==> src/rtl/regfile_write_arbiter.sv <==
// regfile_write_arbiter: merges write-back sources A and B into one buffered register-file write channel.
// Define REGFILE_WB_RR_EN for round-robin arbitration; default build uses fixed priority (A wins).
module regfile_write_arbiter #(
    parameter int width = 32,
    parameter int n = 5
) (
    input  logic             CLK,
    input  logic             RST,
    input  logic [n-1:0]     A_WRITE_INDEX,
    input  logic [width-1:0] A_WRITE_DATA,
    input  logic             A_WRITE_VALID,
    output logic             A_WRITE_CONSUMED,
    input  logic [n-1:0]     B_WRITE_INDEX,
    input  logic [width-1:0] B_WRITE_DATA,
    input  logic             B_WRITE_VALID,
    output logic             B_WRITE_CONSUMED,
    output logic             WRITE_EN_WRITE,
    output logic [n-1:0]     WRITE_INDEX_WRITE,
    output logic [width-1:0] WRITE_DATA_WRITE,
    output logic             WRITE_EN_WRITE_VALID,
    output logic             WRITE_INDEX_WRITE_VALID,
    output logic             WRITE_DATA_WRITE_VALID,
    input  logic             WRITE_EN_WRITE_CONSUMED,
    input  logic             WRITE_INDEX_WRITE_CONSUMED,
    input  logic             WRITE_DATA_WRITE_CONSUMED
);
    logic [n-1:0]     idx_q [2];
    logic [width-1:0] dat_q [2];
    logic             head, tail;
    logic [1:0]       count;
    logic             space, prefer_a, grant_a, grant_b, push, pop;

`ifdef REGFILE_WB_RR_EN
    logic last_b;
    // on conflict A wins only if B was granted last
    always_ff @(posedge CLK or posedge RST)
        if (RST) last_b <= 1'b1;
        else if (push) last_b <= grant_b;
    assign prefer_a = last_b;
`else
    assign prefer_a = 1'b1;
`endif

    // space comes from the registered count only, so downstream stalls never reach the sources combinationally
    always_comb begin
        space   = !RST && count != 2'd2;
        grant_a = space && A_WRITE_VALID && (!B_WRITE_VALID || prefer_a);
        grant_b = space && B_WRITE_VALID && (!A_WRITE_VALID || !prefer_a);
        push    = grant_a || grant_b;
        pop     = count != 2'd0 && WRITE_EN_WRITE_CONSUMED && WRITE_INDEX_WRITE_CONSUMED && WRITE_DATA_WRITE_CONSUMED;
    end

    assign A_WRITE_CONSUMED        = RST ? 1'b0 : (A_WRITE_VALID ? grant_a : 1'b1);
    assign B_WRITE_CONSUMED        = RST ? 1'b0 : (B_WRITE_VALID ? grant_b : 1'b1);
    assign WRITE_EN_WRITE          = 1'b1;
    assign WRITE_INDEX_WRITE       = idx_q[head];
    assign WRITE_DATA_WRITE        = dat_q[head];
    assign WRITE_EN_WRITE_VALID    = count != 2'd0;
    assign WRITE_INDEX_WRITE_VALID = count != 2'd0;
    assign WRITE_DATA_WRITE_VALID  = count != 2'd0;

    // two-entry FIFO: push at tail, pop at head; entries cleared on reset so outputs read 0
    always_ff @(posedge CLK or posedge RST)
        if (RST) begin
            head  <= 1'b0;
            tail  <= 1'b0;
            count <= 2'd0;
            for (int i = 0; i < 2; i++) begin
                idx_q[i] <= '0;
                dat_q[i] <= '0;
            end
        end else begin
            if (push) begin
                idx_q[tail] <= grant_a ? A_WRITE_INDEX : B_WRITE_INDEX;
                dat_q[tail] <= grant_a ? A_WRITE_DATA : B_WRITE_DATA;
                tail        <= !tail;
            end
            if (pop) head <= !head;
            count <= count + {1'b0, push} - {1'b0, pop};
        end
endmodule

==> config.mk <==
export PLATFORM = sky130hd
export DESIGN_NAME = regfile_write_arbiter
export DESIGN_NICKNAME = d
export VERILOG_FILES = /design/src/rtl/regfile_write_arbiter.sv
export SDC_FILE = /design/constraint.sdc
export NUM_CORES = 1
export LEC_CHECK = 0
export BUFFER_PORTS_ARGS = -buffer_cell sky130_fd_sc_hd__buf_2
export CORE_AREA = 8 8 97 116
export CTS_CLUSTER_DIAMETER = 30
export CTS_CLUSTER_SIZE = 30
export DETAILED_ROUTE_END_ITERATION = 6
export DIE_AREA = 0 0 105 124
export GPL_TIMING_DRIVEN = 0
export PLACE_DENSITY = 0.81
export SYNTH_ARGS = -nofsm -noshare
export SYNTH_HDL_FRONTEND = slang
export SYNTH_SLANG_ARGS = --single-unit
==> constraint.sdc <==
create_clock -name CLK -period 4.05 [get_ports CLK]
set_input_delay 0.81 -clock CLK [delete_from_list [all_inputs] [get_ports CLK]]
set_output_delay 0.81 -clock CLK [all_outputs]
set_load 0.01 [all_outputs]
Yosys cells after proc, flatten, opt, wreduce, memory -nomap -nowiden
Index checks and enable logic that the tools add are counted.
{ "totals": {"word_cells": 47, "regBits": 78, "output_inout_bits": 43, "inputBits": 81} }
{ "classes": {"magnitude_cmp": 3, "bitwise": 2, "mux": 18, "n_reduce_logical": 14, "n_addsub": 2, "eq_ne": 1} }
{ "ops": {"columns": ["op", "count"], "rows": [
  ["$mux W32", 5],
  ["$bwmux W64", 1],
  ["$demux W32 S1", 1],
  ["$mux W5", 5],
  ["$bwmux W10", 1],
  ["$logic_and A1 B1 Y1", 8],
  ["$demux W5 S1", 1],
  ["$ge A2 B2 Y1 const B", 2],
  ["$logic_not A1 Y1", 4],
  ["$mux W1", 4],
  ["$not A1 Y2", 2],
  ["$add A2 B1 Y2", 1],
  ["$lt A2 B1 Y1 const B", 1],
  ["$ne A2 B2 Y1 const B", 1],
  ["$reduce_bool A2 Y1", 1],
  ["$sub A2 B1 Y2", 1],
  ["$logic_or A1 B1 Y1", 1]
]} }

Depth between registers and ports, before layout
Gate-level depths: netlist of run 1.
{ "depth": {"depth_word": 7, "mapped_depth": 9, "depth_no_buf": 7} }

Worst setup path after synthesis of run 1
OpenSTA, ideal clock, no wires.
{ "synth_timing": {"path_type": "in2reg", "startpoint": "input port RST", "endpoint": "register dat_q[10] (netlist name)", "required_time_ps": 3957, "setup_time_ps": 93, "t_arrival_ps": 3942, "stages": 4, "n_path_buf": 1, "path_slack_ps": 16, "cell_sequence": "inv_1 clkbuf_1 a41oi_1 a31oi_1"} }
{ "synth_between": {"elab_chain_cells": 5, "elab_cells_between_ends": 8, "cone_classes": "2 x mux; 6 x reduce/logical"} }
{ "synth_rtl": {"columns": ["item", "line_no", "text"], "rows": [
  ["start, declared", "8", "input logic RST,"],
  ["$logic_not A1 Y1 (no line) *", null, null],
  ["$logic_and A1 B1 Y1 *", "46", "space = !RST && count != 2'd2;"],
  ["$logic_and A1 B1 Y1, on equally long branches", "47, 48", null],
  ["$mux W32 / $logic_and A1 B1 Y1 (equally long branches)", "75, 48", null],
  ["$bwmux W64 / $logic_or A1 B1 Y1 (equally long branches)", "75, 49", null],
  ["end signal, assigned by index", "75", "dat_q[tail] <= grant_a ? A_WRITE_DATA : B_WRITE_DATA;"],
  ["end, declared", "28", "logic [width-1:0] dat_q [2];"]
]} }
Every way passes the cells marked *; elsewhere a longest branch is shown, timed or not.
A chain may end at the register's enable or synchronous reset.

Final worst setup path of run 1
{ "layout_timing": {"startpoint": "register count[0]", "endpoint": "output port B_WRITE_CONSUMED"} }
{ "layout_between": {"elab_chain_cells": 6} }
{ "layout_rtl": {"columns": ["item", "line_no", "text"], "rows": [
  ["start, declared", "30", "logic [1:0] count;"],
  ["start signal, assigned", "79", "count <= count + {1'b0, push} - {1'b0, pop};"],
  ["$ne A2 B2 Y1", "46", null],
  ["$logic_and A1 B1 Y1", "46", null],
  ["$logic_and A1 B1 Y1 (2 in series)", "48", "grant_b = space && B_WRITE_VALID && (!A_WRITE_VALID || !prefer_a);"],
  ["$mux W1 (2 in series)", "54", "assign B_WRITE_CONSUMED = RST ? 1'b0 : (B_WRITE_VALID ? grant_b : 1'b1);"],
  ["end, declared", "16", "output logic B_WRITE_CONSUMED,"]
]} }
No other way between the ends.

==> impl_metrics.yaml, run 1 <==
final_layout:
  layout_commonest_cell: "buf_2"
  instances_no_fill: 687
  syn2layout_area_growth_pct: 25.63
  diodes: 0
  final_nets: 642
  final_layout_size_suffix_gt1_share_pct: 39.01
  final_cell_mix: "147 x buf_2, 78 x dfrtp_1, 74 x a41oi_1, 74 x a31oi_1, 38 x nand3_1"
pwr:
  pwr-share-seq_pct: 30.0
  peakVddDrop_mv: 0.3755
  p_sw_share_pct: 40.44
  power_density_nw_per_um2: 837.6
  p_leak_nw: 2.203
  p_clk_share_pct: 19.5
  comb_power_share_pct: 50.5
  p_int_mw: 2.744
  finalPower_mw: 4.608
  p_sw_mw: 1.864
synthesis:
  synth-edff-count: 0
  async_flop_share_pct: 100.0
  syn_inst: 425
  syn_area_um2: 4379
  synth_top_family_by_area: "compound AO/OA/AOI/OAI gates"
  synth_nets: 508
  synth_cell_types: 27
  synth_fa_ha_area_share_pct: 0.5714
  ys_warn_count: 0
  ys_ff_latch: 78
  synth_ff_type: "dfrtp_1"
  synth_seq_area_share_pct: 44.57
  synth_mux_area_share_pct: 9.514
  synth_simple_gate_area_share_pct: 5.971
  synth_xor_xnor_area_share_pct: 0.8000
  synth_compound_area_share_pct: 29.89
  syn_area_per_cell_um2: 10.30
clock_tree:
  cts_made_buffers: 9
  cts_setup_buffers: 0
  insertion_delay_ns: 0.33
  clock-sinks: 78
  cts.path.max_buffers: 2
  cts_tree: "built"
  ctsResizeCount: 0
  htreeDepth: 3
  root_buffer: "clkbuf_16"
  clkSlewWorstSetupHoldPaths_ns: 0.06
  cts_hold_buf: 0
sta:
  slew_violations: 0
  finalSetupTns_ns: 0
  slew_headroom_pct: 55.93
  fin_worst_skew_ns: 0.004378
  fmax_mhz: 375.0
  finalCritPeriodShare_pct: 65.85
  min_period_ns: 2.667
  rsz0062_at_grt: "no"
  setup_viol: 0
  hold_violations: 0
  tightest_slew_ns: 0.6610
worst_setup_path:
  worst-path-max-fanout: 10
  cp-end-kind: "output port"
  r2r_start: "count[0]$_DFF_PP0_"
  setup.worst_path.start: "count[0]$_DFF_PP0_"
  arrival_ns: 1.86
  cp.required_ns: 3.24
  worstSetupPathType: "flop to output port"
  startpoint_type: "flop"
routing:
  drt_iter0_drc: 446
  vias: 4505
  wl_per_cell_um: 21.90
  via_per_inst: 6.557
  drc_errors: 0
  dr.pass1.iters: 4
  postRouteWirelength_mm: 15.05
  ant_nets: 0
place:
  io_buffers: 122
  place.gp.congestion: 0.8599
  place_inst: 671
  hpwl_mm: 10.51
global_routing:
  grt_pass1_vias: 4818
  grt_pass1_wl_mm: 23.78
  antenna_found_initial: 0
  grt_start_max_net_pins: 48
  gr-total-overflow: 0
  grt_usage_pct: 22.60
min_path:
  hp-class: "flop to flop"
  min_from: "count[1]$_DFF_PP0_"
die:
  die_x_um: 105
  design.core.area_um2: 9369
  dieArea_um2: 13020
  die_y_um: 124
  ioPinCount: 124
  initial_core_util_pct: 46.74
  rows: 39
job:
  cap_violations: 0
run_status:
  status: "finished clean"
## cell usage after synthesis (all sizes together), types with 2 or more instances
master,instances,area (µm²)
a41oi,74,648.1
buf,45,290.3
or2,2,12.52
and4,3,28.78
xnor2,3,26.28
nand2b,2,12.51
inv,3,11.26
mux2,37,416.7
clkbuf,20,75.07
o21ai,37,185.2
nand3,38,190.2
dfrtp,78,1952
a31oi,74,462.9
ha,2,25.02
## power groups by stage
stage                     registers [mW]  clock network, mW  logic [mW]
after global placement              1.36                  0        2.25
after CTS                           1.37              0.892        2.32
after floorplan                     1.32                  0        1.56
after detailed placement            1.38                  0        2.30
after global routing                1.42              0.935        2.51
final                               1.38              0.898        2.33
## cell families (layout without fill, tap and decap cells)
kind of cell / Yosys count / after routing
AOI/OAI and AO/OA: 187 / 187
xor gates and xnor gates: 4 / 4
adders and majority gates: 2 / 2
buffers and inverters: 68 / 207
DFF: 78 / 78
muxes: 37 / 37
other: 1 / 1
and+or+nand+nor: 48 / 48
## layout make-up
| class | instances | area, µm² |
|---|---|---|
| sequential | 78 | 1952 |
| multi-input combinational | 279 | 2051 |
| inverter | 3 | 11.26 |
| tap | 123 | 153.9 |
| clock buffer | 11 | 252.7 |
| clock inverter | 5 | 81.33 |
| timing repair buffer | 123 | 630.6 |
| fill | 816 | 3867 |
| buffer | 65 | 369.1 |
## stage by stage
step | setup slack, ns | hold slack (ns) | area (µm²) | util [%]
3_5_place_dp | 1.558 | 0.5029 | 5167 | 55.15
5_1_grt | 1.340 | 0.5584 | 5502 | 58.72
2_1_floorplan | 1.419 | 0.4747 | 4380 | -
4_1_cts | 1.414 | 0.5231 | 5502 | 58.72
6_report | 1.383 | 0.5330 | 5502 | 58.72
3_3_place_gp | 0.7703 | 0.4951 | 5145 | 54.91
## layer usage
layer	part of all wire (%)	GRT usage (%)	vias up
met3	8.8	4.865	31
met4	1.9	8.668	0
met2	51	39.89	293
met5	0	0	-
met1	38	26.51	2183
li1	-	-	1998
## worst max-delay path: stages (launching register included)
cell and delay [ns]:
dfrtp_1 0.40, and2b_1 0.28, buf_2 0.25, buf_2 0.28, o21a_1 0.14, nor2_1 0.04
buf_2 0.13
## flip-flops by register name (all words and copies together) (netlist names)
name / cells
count: 2
dat_q: 64
tail: 1
idx_q: 10
head: 1
## path summary, 6_finish.rpt
path,to,slack [ns],cells past startpoint
min reg2reg,count[1]$_DFF_PP0_,0.53,1
max reg2reg,count[1]$_DFF_PP0_,2.04,9
max in group asynchronous,dat_q[30]$_DFFE_PP0P_,2.57,4
max,B_WRITE_CONSUMED,1.38,6
min in group asynchronous,dat_q[59]$_DFFE_PP0P_,0.83,3
min,count[1]$_DFF_PP0_,0.53,1
(Power assumes the default switching activity.)
==> run 2: changes to the inputs <==
--- a/config.mk
+++ b/config.mk
@@ -5,14 +5,15 @@
 export SDC_FILE = /design/constraint.sdc
 export NUM_CORES = 1
 export LEC_CHECK = 0
+export ABC_AREA = 1
 export BUFFER_PORTS_ARGS = -buffer_cell sky130_fd_sc_hd__buf_2
-export CORE_AREA = 8 8 97 116
+export CORE_AREA = 8 8 96 115
 export CTS_CLUSTER_DIAMETER = 30
 export CTS_CLUSTER_SIZE = 30
 export DETAILED_ROUTE_END_ITERATION = 6
-export DIE_AREA = 0 0 105 124
+export DIE_AREA = 0 0 104 123
 export GPL_TIMING_DRIVEN = 0
-export PLACE_DENSITY = 0.81
+export PLACE_DENSITY = 0.8
 export SYNTH_ARGS = -nofsm -noshare
 export SYNTH_HDL_FRONTEND = slang
 export SYNTH_SLANG_ARGS = --single-unit
==> constraint.sdc (replaced) <==
create_clock -name CLK -period 2.2 [get_ports CLK]
set_input_delay 0.44 -clock CLK [delete_from_list [all_inputs] [get_ports CLK]]
set_output_delay 0.44 -clock CLK [all_outputs]
set_load 0.01 [all_outputs]
==> run 2 against run 1 <==
  * Clock power rose by 87%
  * Non-clock buffer count fell by 27
  * Cell count rose by 24%
  * Flip-flop and latch count did not move
  * Combinational power rose by 36%
  * First-iteration DRC count fell by 47%
==> impl_metrics.yaml, run 2 <==
run_status:
  status: "finished clean"
place:
  place_ws_ns: -0.4083
  place.gp.congestion: 0.8164
  placed_cell_area_um2: 4951
  place_inst: 838
  io_buffers: 122
  hpwl_mm: 9.140
final_layout:
  diodes: 0
  syn2layout_area_growth_pct: 26.77
  instances_no_fill: 853
  final_nets: 808
  layout_commonest_cell: "nand2_1"
  final.fill_count: 884
  largest-register: "dat_q"
  multiInputGateArea_um2: 1931
  fin_area_um2: 5303
  final_cell_mix: "413 x nand2_1, 129 x buf_2, 78 x dfrtp_1"
  largest_registers: "dat_q x64, idx_q x10, count x2"
  seq_area_um2: 1952
  final_layout_size_suffix_gt1_share_pct: 24.66
  largest_reg_flops: 64
synthesis:
  synth_cell_types: 23
  synth_top_cell_area_share_pct: 46.66
  synth_area_leaders: "dfrtp_1 47%, nand2_1 37%, nand4_1 5.5%, buf_4 3.2%, buf_6 1.6%"
  syn_area_um2: 4183
  ys_ff_latch: 78
  synth_most_common_cell: "nand2_1"
  synth-edff-count: 0
  async_flop_share_pct: 100.0
  syn_inst: 593
  ys_top_cells_by_count: "413 x nand2_1, 78 x dfrtp_1, 37 x nand4_1"
  ys_warn_count: 0
  synth_nets: 676
  synth_seq_area_share_pct: 46.66
  synth_ff_type: "dfrtp_1"
  yosys.area.top_type: "dfrtp_1"
  syn_area_per_cell_um2: 7.054
clock_tree:
  cts_made_buffers: 9
  root_buffer: "clkbuf_16"
  cts_hold_buf: 0
  htreeDepth: 3
  clock-sinks: 78
  cts_tree: "built"
  insertion_delay_ns: 0.33
  cts.path.max_buffers: 2
  clkSlewWorstSetupHoldPaths_ns: 0.06
worst_setup_path:
  cp-end-kind: "output port"
  crit_slowest_cell: "buf_1"
  worstSetupPathType: "flop to output port"
  crit_chain: "buf_2 -> buf_1 -> nand2_1 -> nand2_1 -> buf_2"
  worst-path-max-fanout: 10
  r2r_start: "count[1]$_DFF_PP0_"
  cp.required_ns: 1.76
  startpoint_type: "flop"
  arrival_ns: 1.64
  max_stage_delay_ns: 0.40
  rr_worst_depth: 7
  rrSetupSlack_ns: 0.50
  reg2reg_to: "count[1]$_DFF_PP0_"
routing:
  dr.pass1.iters: 5
  ant_nets: 0
  via_per_inst: 4.946
  vias: 4219
  drt_iter0_drc: 238
  postRouteWirelength_mm: 12.47
  drc_errors: 0
  wl_per_cell_um: 14.62
pwr:
  p_leak_nw: 3.198
  power_density_nw_per_um2: 1369
  peakVddDrop_mv: 0.6392
sta:
  finalCritPeriodShare_pct: 94.62
  fin_worst_skew_ns: 0.004461
  rsz0062_at_grt: "no"
  tightest_slew_ns: 0.5357
  setup_viol: 0
  fmax_mhz: 480.4
  finalSetupTns_ns: 0
  slew_violations: 0
  hold_slack_ns: 0.3484
  hold_violations: 0
  min_period_ns: 2.082
  slew_headroom_pct: 64.29
  setup_ws_ns: 0.1184
die:
  initial_core_util_pct: 45.11
  die_y_um: 123
  rows: 39
  die_x_um: 104
  design.core.area_um2: 9271
  dieArea_um2: 12790
  ioPinCount: 124
global_routing:
  grt_pass1_vias: 4398
  grt_start_max_net_pins: 88
  antenna_found_initial: 0
  gr-total-overflow: 0
  grt_usage_pct: 19.54
  grt_pass1_wl_mm: 20.37
job:
  cap_violations: 0
min_path:
  hp-class: "input port to async pin"
[run 2: cell count changes in the layout (fill, tap and decap cells not counted), sizes merged, moves of 3 or more]
cell,before,now
nand2,0,415
a31oi,74,0
a41oi,74,0
mux2,37,0
nand4,0,37
nand3,38,2
o21ai,37,1
clkbuf,31,15
buf,168,156
inv,3,8
and4,3,0
[run 2: worst max path at each step]
stage | to | cells past startpoint | startpoint
after global routing | A_WRITE_CONSUMED | 6 | count[0]$_DFF_PP0_
after global placement | A_WRITE_CONSUMED | 6 | RST
after CTS | WRITE_DATA_WRITE[0] | 5 | head$_DFFE_PP0P_
after detailed placement | A_WRITE_CONSUMED | 6 | RST
final | WRITE_DATA_WRITE[17] | 5 | head$_DFFE_PP0P_
after floorplan | A_WRITE_CONSUMED | 4 | RST
[run 2: report_power, final]
part / switching [mW] / internal [mW] / leakage [nW]
registers: 0.347 / 2.06 / 0.988
clock network: 0.572 / 1.11 / 0.159
logic: 2.00 / 1.17 / 2.05
total: 2.92 / 4.34 / 3.20
[run 2: final cells by class]
cell class | count | area share (%)
tap | 123 | 2.902
clock inverter | 6 | 2.076
sequential | 78 | 36.81
buffer | 39 | 5.403
clock buffer | 10 | 4.318
inverter | 8 | 0.5663
timing repair buffer | 122 | 11.51
multi-input combinational | 467 | 36.41
[run 2: what timing repair did]
item | 4_1_cts | 5_1_grt
endpoints found under the setup margin | 16 | 12
gates cloned | 0 | 0
buffers inserted | 0 | 0
resized for setup | 5 | 3
[run 2: stage by stage]
step	power, mW	util, %
final	7.259	57.19
after global placement	5.480	53.40
after global routing	7.800	57.19
after CTS	7.301	57.17
after floorplan	4.421	-
after detailed placement	5.608	53.40
[run 2: kinds of logic after synthesis]
group	after synthesis	synth area share, %
AO/OA/AOI/OAI	3	0.7476
XOR/XNOR	3	0.6283
adder cells (fa/ha/maj)	2	0.5982
buffers and inverters	48	7.179
flip-flops	78	46.66
other	1	0.08965
AND/OR/NAND/NOR	458	44.09
[run 2: critical path, delay by kind of cell (launching register included)]
kind | cells | cell delay, ns
buf+inv | 3 | 0.76
flops | 1 | 0.34
simple gates | 2 | 0.20
[run 2: routing by layer]
metal / up-vias / track usage (%) / share of wire, %
li1: 2088 / - / -
met1: 1984 / 22.40 / 40
met2: 127 / 35.10 / 52
met3: 20 / 3.910 / 5.6
met4: 0 / 8.250 / 1.8
met5: - / 0 / 0
